### src/rtl/alu_pkg.sv
// Shared opcodes, FSM state encoding and write-enable bit map for the execute stage.
// Holds no logic, so it has no latency and applies no backpressure.
package alu_pkg;

  localparam logic [3:0] OP_MOV = 4'd0;
  localparam logic [3:0] OP_ADD = 4'd1;
  localparam logic [3:0] OP_SUB = 4'd2;
  localparam logic [3:0] OP_AND = 4'd3;
  localparam logic [3:0] OP_OR  = 4'd4;
  localparam logic [3:0] OP_XOR = 4'd5;
  localparam logic [3:0] OP_NOT = 4'd6;
  localparam logic [3:0] OP_SHL = 4'd7;
  localparam logic [3:0] OP_SHR = 4'd8;
  localparam logic [3:0] OP_MUL = 4'd9;
  localparam logic [3:0] OP_CMP = 4'd10;

  typedef enum logic [1:0] {
    S_IDLE  = 2'd0,
    S_MUL   = 2'd1,
    S_WB_RD = 2'd2,
    S_WB_ZF = 2'd3
  } state_t;

  localparam int REG_EN_Q0 = 0;
  localparam int REG_EN_Q1 = 1;
  localparam int REG_EN_Q2 = 2;
  localparam int REG_EN_Q3 = 3;
  localparam int REG_EN_ZF = 4;

  // Opcodes above CMP are NOPs: they never write a register or the zero flag.
  function automatic logic op_is_nop(input logic [3:0] op);
    return op > OP_CMP;
  endfunction

  function automatic logic op_writes_rd(input logic [3:0] op);
    return (op != OP_CMP) && !op_is_nop(op);
  endfunction

endpackage

### src/rtl/mul_shift_add.sv
// Iterative shift-add multiplier. It returns the low WIDTH bits of a*b, and done rises MUL_CYCLES
// cycles after start. It applies no backpressure: a start while running restarts the multiplier.
module mul_shift_add #(
  parameter int WIDTH      = 16,
  parameter int MUL_CYCLES = WIDTH
) (
  input  logic             clk,
  input  logic             rst,
  input  logic             start,
  input  logic [WIDTH-1:0] a,
  input  logic [WIDTH-1:0] b,
  output logic             done,
  output logic [WIDTH-1:0] prod
);

  localparam int CW = $clog2(MUL_CYCLES + 1);

  logic             run;
  logic [CW-1:0]    cnt;
  logic [WIDTH-1:0] mcand;
  logic [WIDTH-1:0] mplier;
  logic [WIDTH-1:0] acc;

  // The load edge already folds in bit 0, so MUL_CYCLES-1 further steps remain.
  always_ff @(posedge clk or posedge rst) begin
    if (rst) begin
      run    <= 1'b0;
      cnt    <= '0;
      mcand  <= '0;
      mplier <= '0;
      acc    <= '0;
    end else if (start) begin
      run    <= 1'b1;
      cnt    <= CW'(MUL_CYCLES - 1);
      acc    <= b[0] ? a : '0;
      mcand  <= a << 1;
      mplier <= b >> 1;
    end else if (run) begin
      if (cnt == '0) begin
        run <= 1'b0;
      end else begin
        acc    <= acc + (mplier[0] ? mcand : '0);
        mcand  <= mcand << 1;
        mplier <= mplier >> 1;
        cnt    <= cnt - CW'(1);
      end
    end
  end

  assign done = run && (cnt == '0);
  assign prod = acc;

endmodule

### src/rtl/alu_exec.sv
// Execute and write-back stage: one ALU op, then an rd beat and a zero-flag beat. Non-MUL ops
// finish in 3 cycles and MUL in MUL_CYCLES+3. en_in is ignored while busy.
module alu_exec
  import alu_pkg::*;
#(
  parameter int WIDTH      = 16,
  parameter int MUL_CYCLES = WIDTH
) (
  input  logic             clk,
  input  logic             rst,
  input  logic             en_in,
  input  logic [WIDTH-1:0] rd_q,
  input  logic [WIDTH-1:0] rs_q,
  input  logic [3:0]       op,
  input  logic [1:0]       rd_sel,
  output logic [WIDTH-1:0] d_out,
  output logic [4:0]       reg_en,
  output logic             busy,
  output logic             done
);

  state_t           state, state_nxt;
  logic [3:0]       op_q, op_cur;
  logic [1:0]       sel_q, sel_cur;
  logic [WIDTH-1:0] res, res_nxt, alu_res, mul_prod;
  logic             mul_start, mul_done, start;
  logic [WIDTH-1:0] d_nxt;
  logic [4:0]       en_nxt;
  logic             busy_nxt, done_nxt;

  assign start     = (state == S_IDLE) && en_in;
  assign mul_start = start && (op == OP_MUL);

  mul_shift_add #(.WIDTH(WIDTH), .MUL_CYCLES(MUL_CYCLES)) u_mul (
    .clk   (clk),
    .rst   (rst),
    .start (mul_start),
    .a     (rd_q),
    .b     (rs_q),
    .done  (mul_done),
    .prod  (mul_prod)
  );

  always_comb begin
    alu_res = '0;
    case (op)
      OP_MOV:  alu_res = rs_q;
      OP_ADD:  alu_res = rd_q + rs_q;
      OP_SUB:  alu_res = rd_q - rs_q;
      OP_AND:  alu_res = rd_q & rs_q;
      OP_OR:   alu_res = rd_q | rs_q;
      OP_XOR:  alu_res = rd_q ^ rs_q;
      OP_NOT:  alu_res = ~rd_q;
      OP_SHL:  alu_res = rd_q << rs_q[3:0];
      OP_SHR:  alu_res = rd_q >> rs_q[3:0];
      OP_CMP:  alu_res = rd_q - rs_q;
      default: alu_res = '0;
    endcase
  end

  always_ff @(posedge clk or posedge rst) begin
    if (rst) state <= S_IDLE;
    else     state <= state_nxt;
  end

  always_comb begin
    state_nxt = state;
    case (state)
      S_IDLE:  if (en_in) state_nxt = (op == OP_MUL) ? S_MUL : S_WB_RD;
      S_MUL:   if (mul_done) state_nxt = S_WB_RD;
      S_WB_RD: state_nxt = S_WB_ZF;
      default: state_nxt = S_IDLE;
    endcase
  end

  // In IDLE the live inputs decide the first beat; afterwards only the captured copies are used.
  always_comb begin
    op_cur  = (state == S_IDLE) ? op : op_q;
    sel_cur = (state == S_IDLE) ? rd_sel : sel_q;
    case (state)
      S_IDLE:  res_nxt = alu_res;
      S_MUL:   res_nxt = mul_prod;
      default: res_nxt = res;
    endcase
  end

  always_ff @(posedge clk or posedge rst) begin
    if (rst) begin
      op_q  <= '0;
      sel_q <= '0;
      res   <= '0;
    end else if (start) begin
      op_q  <= op;
      sel_q <= rd_sel;
      res   <= res_nxt;
    end else if ((state == S_MUL) && mul_done) begin
      res <= res_nxt;
    end
  end

  always_comb begin
    d_nxt    = '0;
    en_nxt   = '0;
    busy_nxt = 1'b0;
    done_nxt = 1'b0;
    case (state_nxt)
      S_MUL: busy_nxt = 1'b1;
      S_WB_RD: begin
        busy_nxt = 1'b1;
        d_nxt    = res_nxt;
        if (op_writes_rd(op_cur)) begin
          case (sel_cur)
            2'd0:    en_nxt[REG_EN_Q0] = 1'b1;
            2'd1:    en_nxt[REG_EN_Q1] = 1'b1;
            2'd2:    en_nxt[REG_EN_Q2] = 1'b1;
            default: en_nxt[REG_EN_Q3] = 1'b1;
          endcase
        end
      end
      S_WB_ZF: begin
        busy_nxt          = 1'b1;
        done_nxt          = 1'b1;
        d_nxt             = {{(WIDTH-1){1'b0}}, (res == '0)};
        en_nxt[REG_EN_ZF] = !op_is_nop(op_q);
      end
      default: ;
    endcase
  end

  always_ff @(posedge clk or posedge rst) begin
    if (rst) begin
      d_out  <= '0;
      reg_en <= '0;
      busy   <= 1'b0;
      done   <= 1'b0;
    end else begin
      d_out  <= d_nxt;
      reg_en <= en_nxt;
      busy   <= busy_nxt;
      done   <= done_nxt;
    end
  end

endmodule

### config.mk
export PLATFORM = sky130hd
export DESIGN_NAME = alu_exec
export DESIGN_NICKNAME = d
export VERILOG_FILES = /design/src/rtl/alu_pkg.sv /design/src/rtl/mul_shift_add.sv /design/src/rtl/alu_exec.sv
export SDC_FILE = /design/constraint.sdc
export NUM_CORES = 1
export LEC_CHECK = 0
export ABC_AREA = 1
export CAP_MARGIN = 30
export CELL_PAD_IN_SITES_DETAIL_PLACEMENT = 0
export CELL_PAD_IN_SITES_GLOBAL_PLACEMENT = 1
export CORE_ASPECT_RATIO = 1.75
export CORE_MARGIN = 2
export CORE_UTILIZATION = 45
export CTS_BUF_LIST = sky130_fd_sc_hd__clkbuf_8
export CTS_CLUSTER_SIZE = 40
export DETAILED_ROUTE_END_ITERATION = 16
export PLACE_DENSITY = 0.82
export SYNTH_ARGS = -nofsm -noshare
export SYNTH_HDL_FRONTEND = slang
export SYNTH_SLANG_ARGS = --single-unit
### constraint.sdc
create_clock -name clk -period 6.15 [get_ports clk]
set_input_delay 1.23 -clock clk [delete_from_list [all_inputs] [get_ports clk]]
set_output_delay 1.23 -clock clk [all_outputs]
set_load 0.02 [all_outputs]
# Word level (Yosys, flattened, before mapping)
# Index checks and enable logic that the tools add are counted.
# word_totals
reg_bits	101
latchBits	0
ram_bits	0
rom_bits	0
inputBits	41
output_inout_bits	23
wordCells	99
n_memories	0
# classes
add_sub_neg	4
n_mul	0
n_div	0
order_cmp	2
eq_ne	19
shifts	2
n_mux	37
bitwise_logic	4
n_reduce_logical	18
# ops
operator	count
$mux 16	13
$pmux 16 s9	1
$pmux 16 s2	2
$add 16x16->16	2
$and 16x16->16	1
$eq 4x3->1 const B	4
$logic_not 16->1	1
$not 16->16	1
$or 16x16->16	1
$shl 16x4->16	1
$shr 16x4->16	1
$sub 16x16->16	1
$xor 16x16->16	1
$mux 5	3
$eq 4x4->1 const B	3
$mux 4	3
$mux 1	10
$eq 2x2->1 const B	4
$eq 4x2->1 const B	2
$gt 4x4->1 const B	2
$mux 2	4
$eq 2x1->1 const B	3
$pmux 2 s3	1
$reduce_or 3->1	2
other kinds (12)	19

# Depth between registers and ports, before layout
# depth
depth_word	7
depth_mapped	25

# By module
# A second synthesis with hierarchy kept.
# unflattened
hier_cells	1450
hier_area_um2	9080.0
# by_module_without_submodules
module	n_inst	cells_per_inst	area_per_inst_um2
alu_exec	1	958	5646.7
mul_shift_add	1	492	3433.3

# Worst setup path before layout
# No wires, ideal clock.
# synth_path
path_type	in2reg
startpoint	input rs_q[1]
endpoint	register res[15]
t_arrival_ns	3.807
path_slack_ns	2.225
path_stages	23
n_path_buf	2
cell_sequence	buf_2 inv_4 buf_2 ha_1 inv_1 nor2_1 a41oi_1 a21oi_1 o21ai_1 xor2_1 ha_1 nand2_1 inv_1 a21oi_1 nand2_1 a21oi_1 nand3_1 nand3_1 nand2_1 nand2_1 nand2_1 nand2_1 nand2_1
# synth_via
elab_chain_len	5
word_cells_on_any_way	8
classes_between	add/sub: 2; shift: 2; mux: 4
# synth_rtl
item	line	source
from (decl)	alu_exec.sv:13	input logic [WIDTH-1:0] rs_q,
$sub 16x16->16, or another cell as far along	alu_exec.sv:49, alu_exec.sv:56	
$pmux 16 s9 *	alu_exec.sv:46	case (op)
$pmux 16 s2 *	alu_exec.sv:80	case (state)
$mux 16	alu_exec.sv:96	end else if ((state == S_MUL) && mul_done) begin
$mux 16 *	alu_exec.sv:92	end else if (start) begin
to (signal assigned)	alu_exec.sv:95	res <= res_nxt;
to (signal assigned)	alu_exec.sv:97	res <= res_nxt;
to (decl)	alu_exec.sv:25	logic [WIDTH-1:0] res, res_nxt, alu_res, mul_prod;
# Every way passes the cells marked *; elsewhere a longest branch is shown, timed or not. The select of a mux whose other input is x is not followed.
# A chain may end at the register's enable or synchronous reset.

# Worst setup path in the final report
# layout_path
startpoint	input rs_q[2]
endpoint	register res[9]
# Same word-level chain as after synthesis.

==> results.md <==
- Status: completed
- Final setup fails: 0
- Post-synth top flop: dfrtp_1
- EDFF count, synth: 0
- Crit path DAT: between 4 and 5 ns
- Peak supply drop: between 0.2 and 0.3 mV
- Final Wtd Congestion: about 1.0
- Total CTS buffers: 9
- Layout cell share with drive strength beyond 1: 0.06043
- Max Clk Rate: between 0.2 and 0.25 GHz
- # nets final: approximately 1.5k
- Cell depth of the worst setup path: 21
- R2R Setup Slk: approximately 3 ns
- Syn Nets: ~1.4k
- First-iteration detailed-routing DRC count: about 680
- Worst-case clock buffer depth: 2
- Flops & latches, synth: between 90 and 100
- Crit path top cell by count: nand2_1
- Sink Count: a little under 100
- Relative slew slack: 0.3387
- Total congestion overflow: 0
- Row Count: 67
- Cell count after synthesis: 1307
- Critical R2R Launch: state[1]
- Max-capacitance violation count: 0
- Die height: about 190 um
- Worst-path clk slew: ~0.10 ns
- Hold WC Path Type: reg2reg
- Startpoint Class: primary input
- Largest net degree at the start of global routing: between 50 and 60
- Initial antenna violation count: 0
- DPL Wire Length: 28200 um
- Power Total: roughly 2.7 mW
- First-pass GRT wire length: 53660 um
- CP max stage delay: ~0.69 ns
- Starting density of the core: 0.4568
- R2r worst-path depth: 10
- Setup WS pre-CTS: approximately 1.3 ns
- Yosys warns: 0
- Total number of vias: ~9k
- Crit Path Max Fanout: 10
- RSZ-0062 raised after global routing: false
- H-tree depth: 3
- Hold buffer count at CTS: 0
- Post-synth top area share: 0.2850
- Distinct cell type count after synthesis: 48
- Final Slew Violations: 0
- # diodes: 0
- Post-synth ARST share: 1.000
- Crit. End Element: register
- Final Non-Filler Cells: roughly 1.6k
- Setup Buffers After CTS: 0
- Clock root buffer: clkbuf_8
- Req. time, crit path: around 6.5 ns
- Power Dens Cells: around 280 nW/um2
- Hold slack: 0.4967 ns
- Crit path from: rs_q[2]
- Crit path capture: res[9]
- Dpl cells: roughly 1.6k
- Syn Area/Cell: around 6.7 um2
- Tmin final: ~4.5 ns
- Area Growth Syn to Fin: 11.60%
- Actual slew at the worst max-slew pin: 0.9816 ns
- Post-Syn Area: 8693 um2
- Main area contributors after synthesis: dfrtp_1 28%, nand2_1 17%, ha_1 9.2%
- Core Area: between 15000 and 20000 um2
- Final hold violations: 0
- Ports: 64
- Die Wd: ~110 um
- Routed length per instance: 22.40 um
- CTS tree: yes
- Buffer and inverter count on the worst path: 3
- Commonest non-fill, non-tap cell in the layout: nand2_1
- Yosys top cell by area: dfrtp_1
- Wirelength, routed: ~36000 um
- Vias in the first global route: a little over 9k
- Initial DRT Pass Iterations: 7
- Drc violations: 0
- Skew-Pair Late Insertion Delay: approximately 0.40 ns
- PnR worst setup slack: between 1.5 and 2 ns
- Post-cts sizing count: 0
- Crit path kind: in2reg
- Sequential-to-total area share from yosys stat: 0.2850
- Total Routing Usage GR: 0.3603
- ANT nets after route: 0
- Setup tns final: 0 ns
- Skew final: 0.009466 ns
- Slowest cell on the critical path: clkdlybuf4s50_1
- Commonest non-fill, non-tap cells in the layout: 395 x nand2_1, 181 x inv_1, 99 x dfrtp_1, 79 x nor2_1, 75 x o21ai_0
- Die area: ~20000 um2
- CP delay by family, top: simple AND/OR/NAND/NOR gates
- I/O Buffers: 63
- Critical path, cell by cell: clkdlybuf4s50_1 > nor2_4 > inv_1 > nor2_1 > a31oi_1 > xor2_1 > inv_1 > ha_1 > nand2_1 > nor2_1 > nand2_1 > nand2_1 > nand2_1 > nand2_1 > nand2_1 > nand3_1 > nand4_1 > nand2_1 > nand2_1 > nand2_1 > nand2_1
- Tcrit/Tclk final: 0.7278
- Pleak: just over 5 nW
- Vias per std cell: between 5 and 6
- Worst r2r dst: u_mul.mplier[7]
-- per-stage QoR --
| stage | cell area [um2] | util |
|---|---|---|
| final | 9702 | 0.5098 |
| after floorplan | 8693 | - |
| after detailed placement | 9490 | 0.4987 |
| after global routing | 9702 | 0.5098 |
| after CTS | 9702 | 0.5098 |
| after global placement | 9490 | 0.4987 |
-- worst min path at each step --
stage                     start  slack (ns)  cells after the start          endpoint
2_1_floorplan           op_q[0]        0.45                      2           op_q[0]
3_3_place_gp            op_q[0]        0.47                      2           op_q[0]
3_5_place_dp    u_mul.mplier[9]        0.47                      2   u_mul.mplier[8]
4_1_cts         u_mul.mplier[9]        0.50                      2   u_mul.mplier[8]
5_1_grt        u_mul.mplier[11]        0.53                      2  u_mul.mplier[11]
6_report                op_q[3]        0.50                      2           op_q[3]
-- routing by layer --
metal / routed length [um] / track usage
met1: 12530 / 0.3753
met2: 18300 / 0.6292
met3: 1628 / 0.04484
met4: 3333 / 0.2885
met5: 0 / 0
-- synth_stat cells, types with 3 or more instances --
master / number
a21oi_1: 62
a22o_1: 4
a31oi_1: 5
buf_2: 17
buf_4: 6
buf_6: 5
clkbuf_1: 15
dfrtp_1: 99
ha_1: 64
inv_1: 182
inv_2: 15
nand2_1: 395
nand2_2: 8
nand3_1: 72
nand3b_1: 5
nand4_1: 15
nor2_1: 79
nor2_2: 5
nor2_4: 6
nor3_1: 12
nor4_1: 5
o211ai_1: 39
o21a_1: 4
o21ai_0: 75
o21ai_1: 16
o21ai_2: 3
o21bai_1: 3
o221ai_1: 18
o22ai_1: 24
or2_2: 10
xor2_1: 15
-- registers in the layout, indices dropped and copies added, names as in the netlist --
signal,cells
d_out,16
res,16
u_mul.prod,16
u_mul.mcand,15
u_mul.mplier,15
reg_en,5
u_mul.cnt,5
op_q,4
sel_q,2
state,2
busy,1
done,1
u_mul.run,1
-- power by group --
part / switching (mW) / total (mW) / internal (mW)
Clock: 0.259 / 0.462 / 0.203
Combinational: 0.827 / 1.28 / 0.449
Sequential: 0.163 / 1.01 / 0.846
-- tightest hold or removal path, delay by kind of cell (launching register included) --
family	cells	cell delay, ns
flip-flops	1	0.36
AO/OA/AOI/OAI	1	0.06
AND/OR/NAND/NOR	1	0.05
-- cell families after synthesis --
group / count (synthesis) / synth area share
fa+ha+maj: 66 / 0.09672
mux: 1 / 0.001151
compound gates: 265 / 0.1851
buf+inv: 242 / 0.1144
xor+xnor: 17 / 0.01713
simple gates: 617 / 0.3005
flops: 99 / 0.2850
-- layout make-up --
type | instances | area [um2]
flip-flops and latches | 99 | 2477
clock inverters | 6 | 73.82
repair buffers | 77 | 735.7
multi-input cells | 966 | 5221
fillers | 2018 | 9328
inverters | 199 | 754.5
well taps | 241 | 301.5
clock buffers | 10 | 137.6
Power figures use the tool's default switching activity.
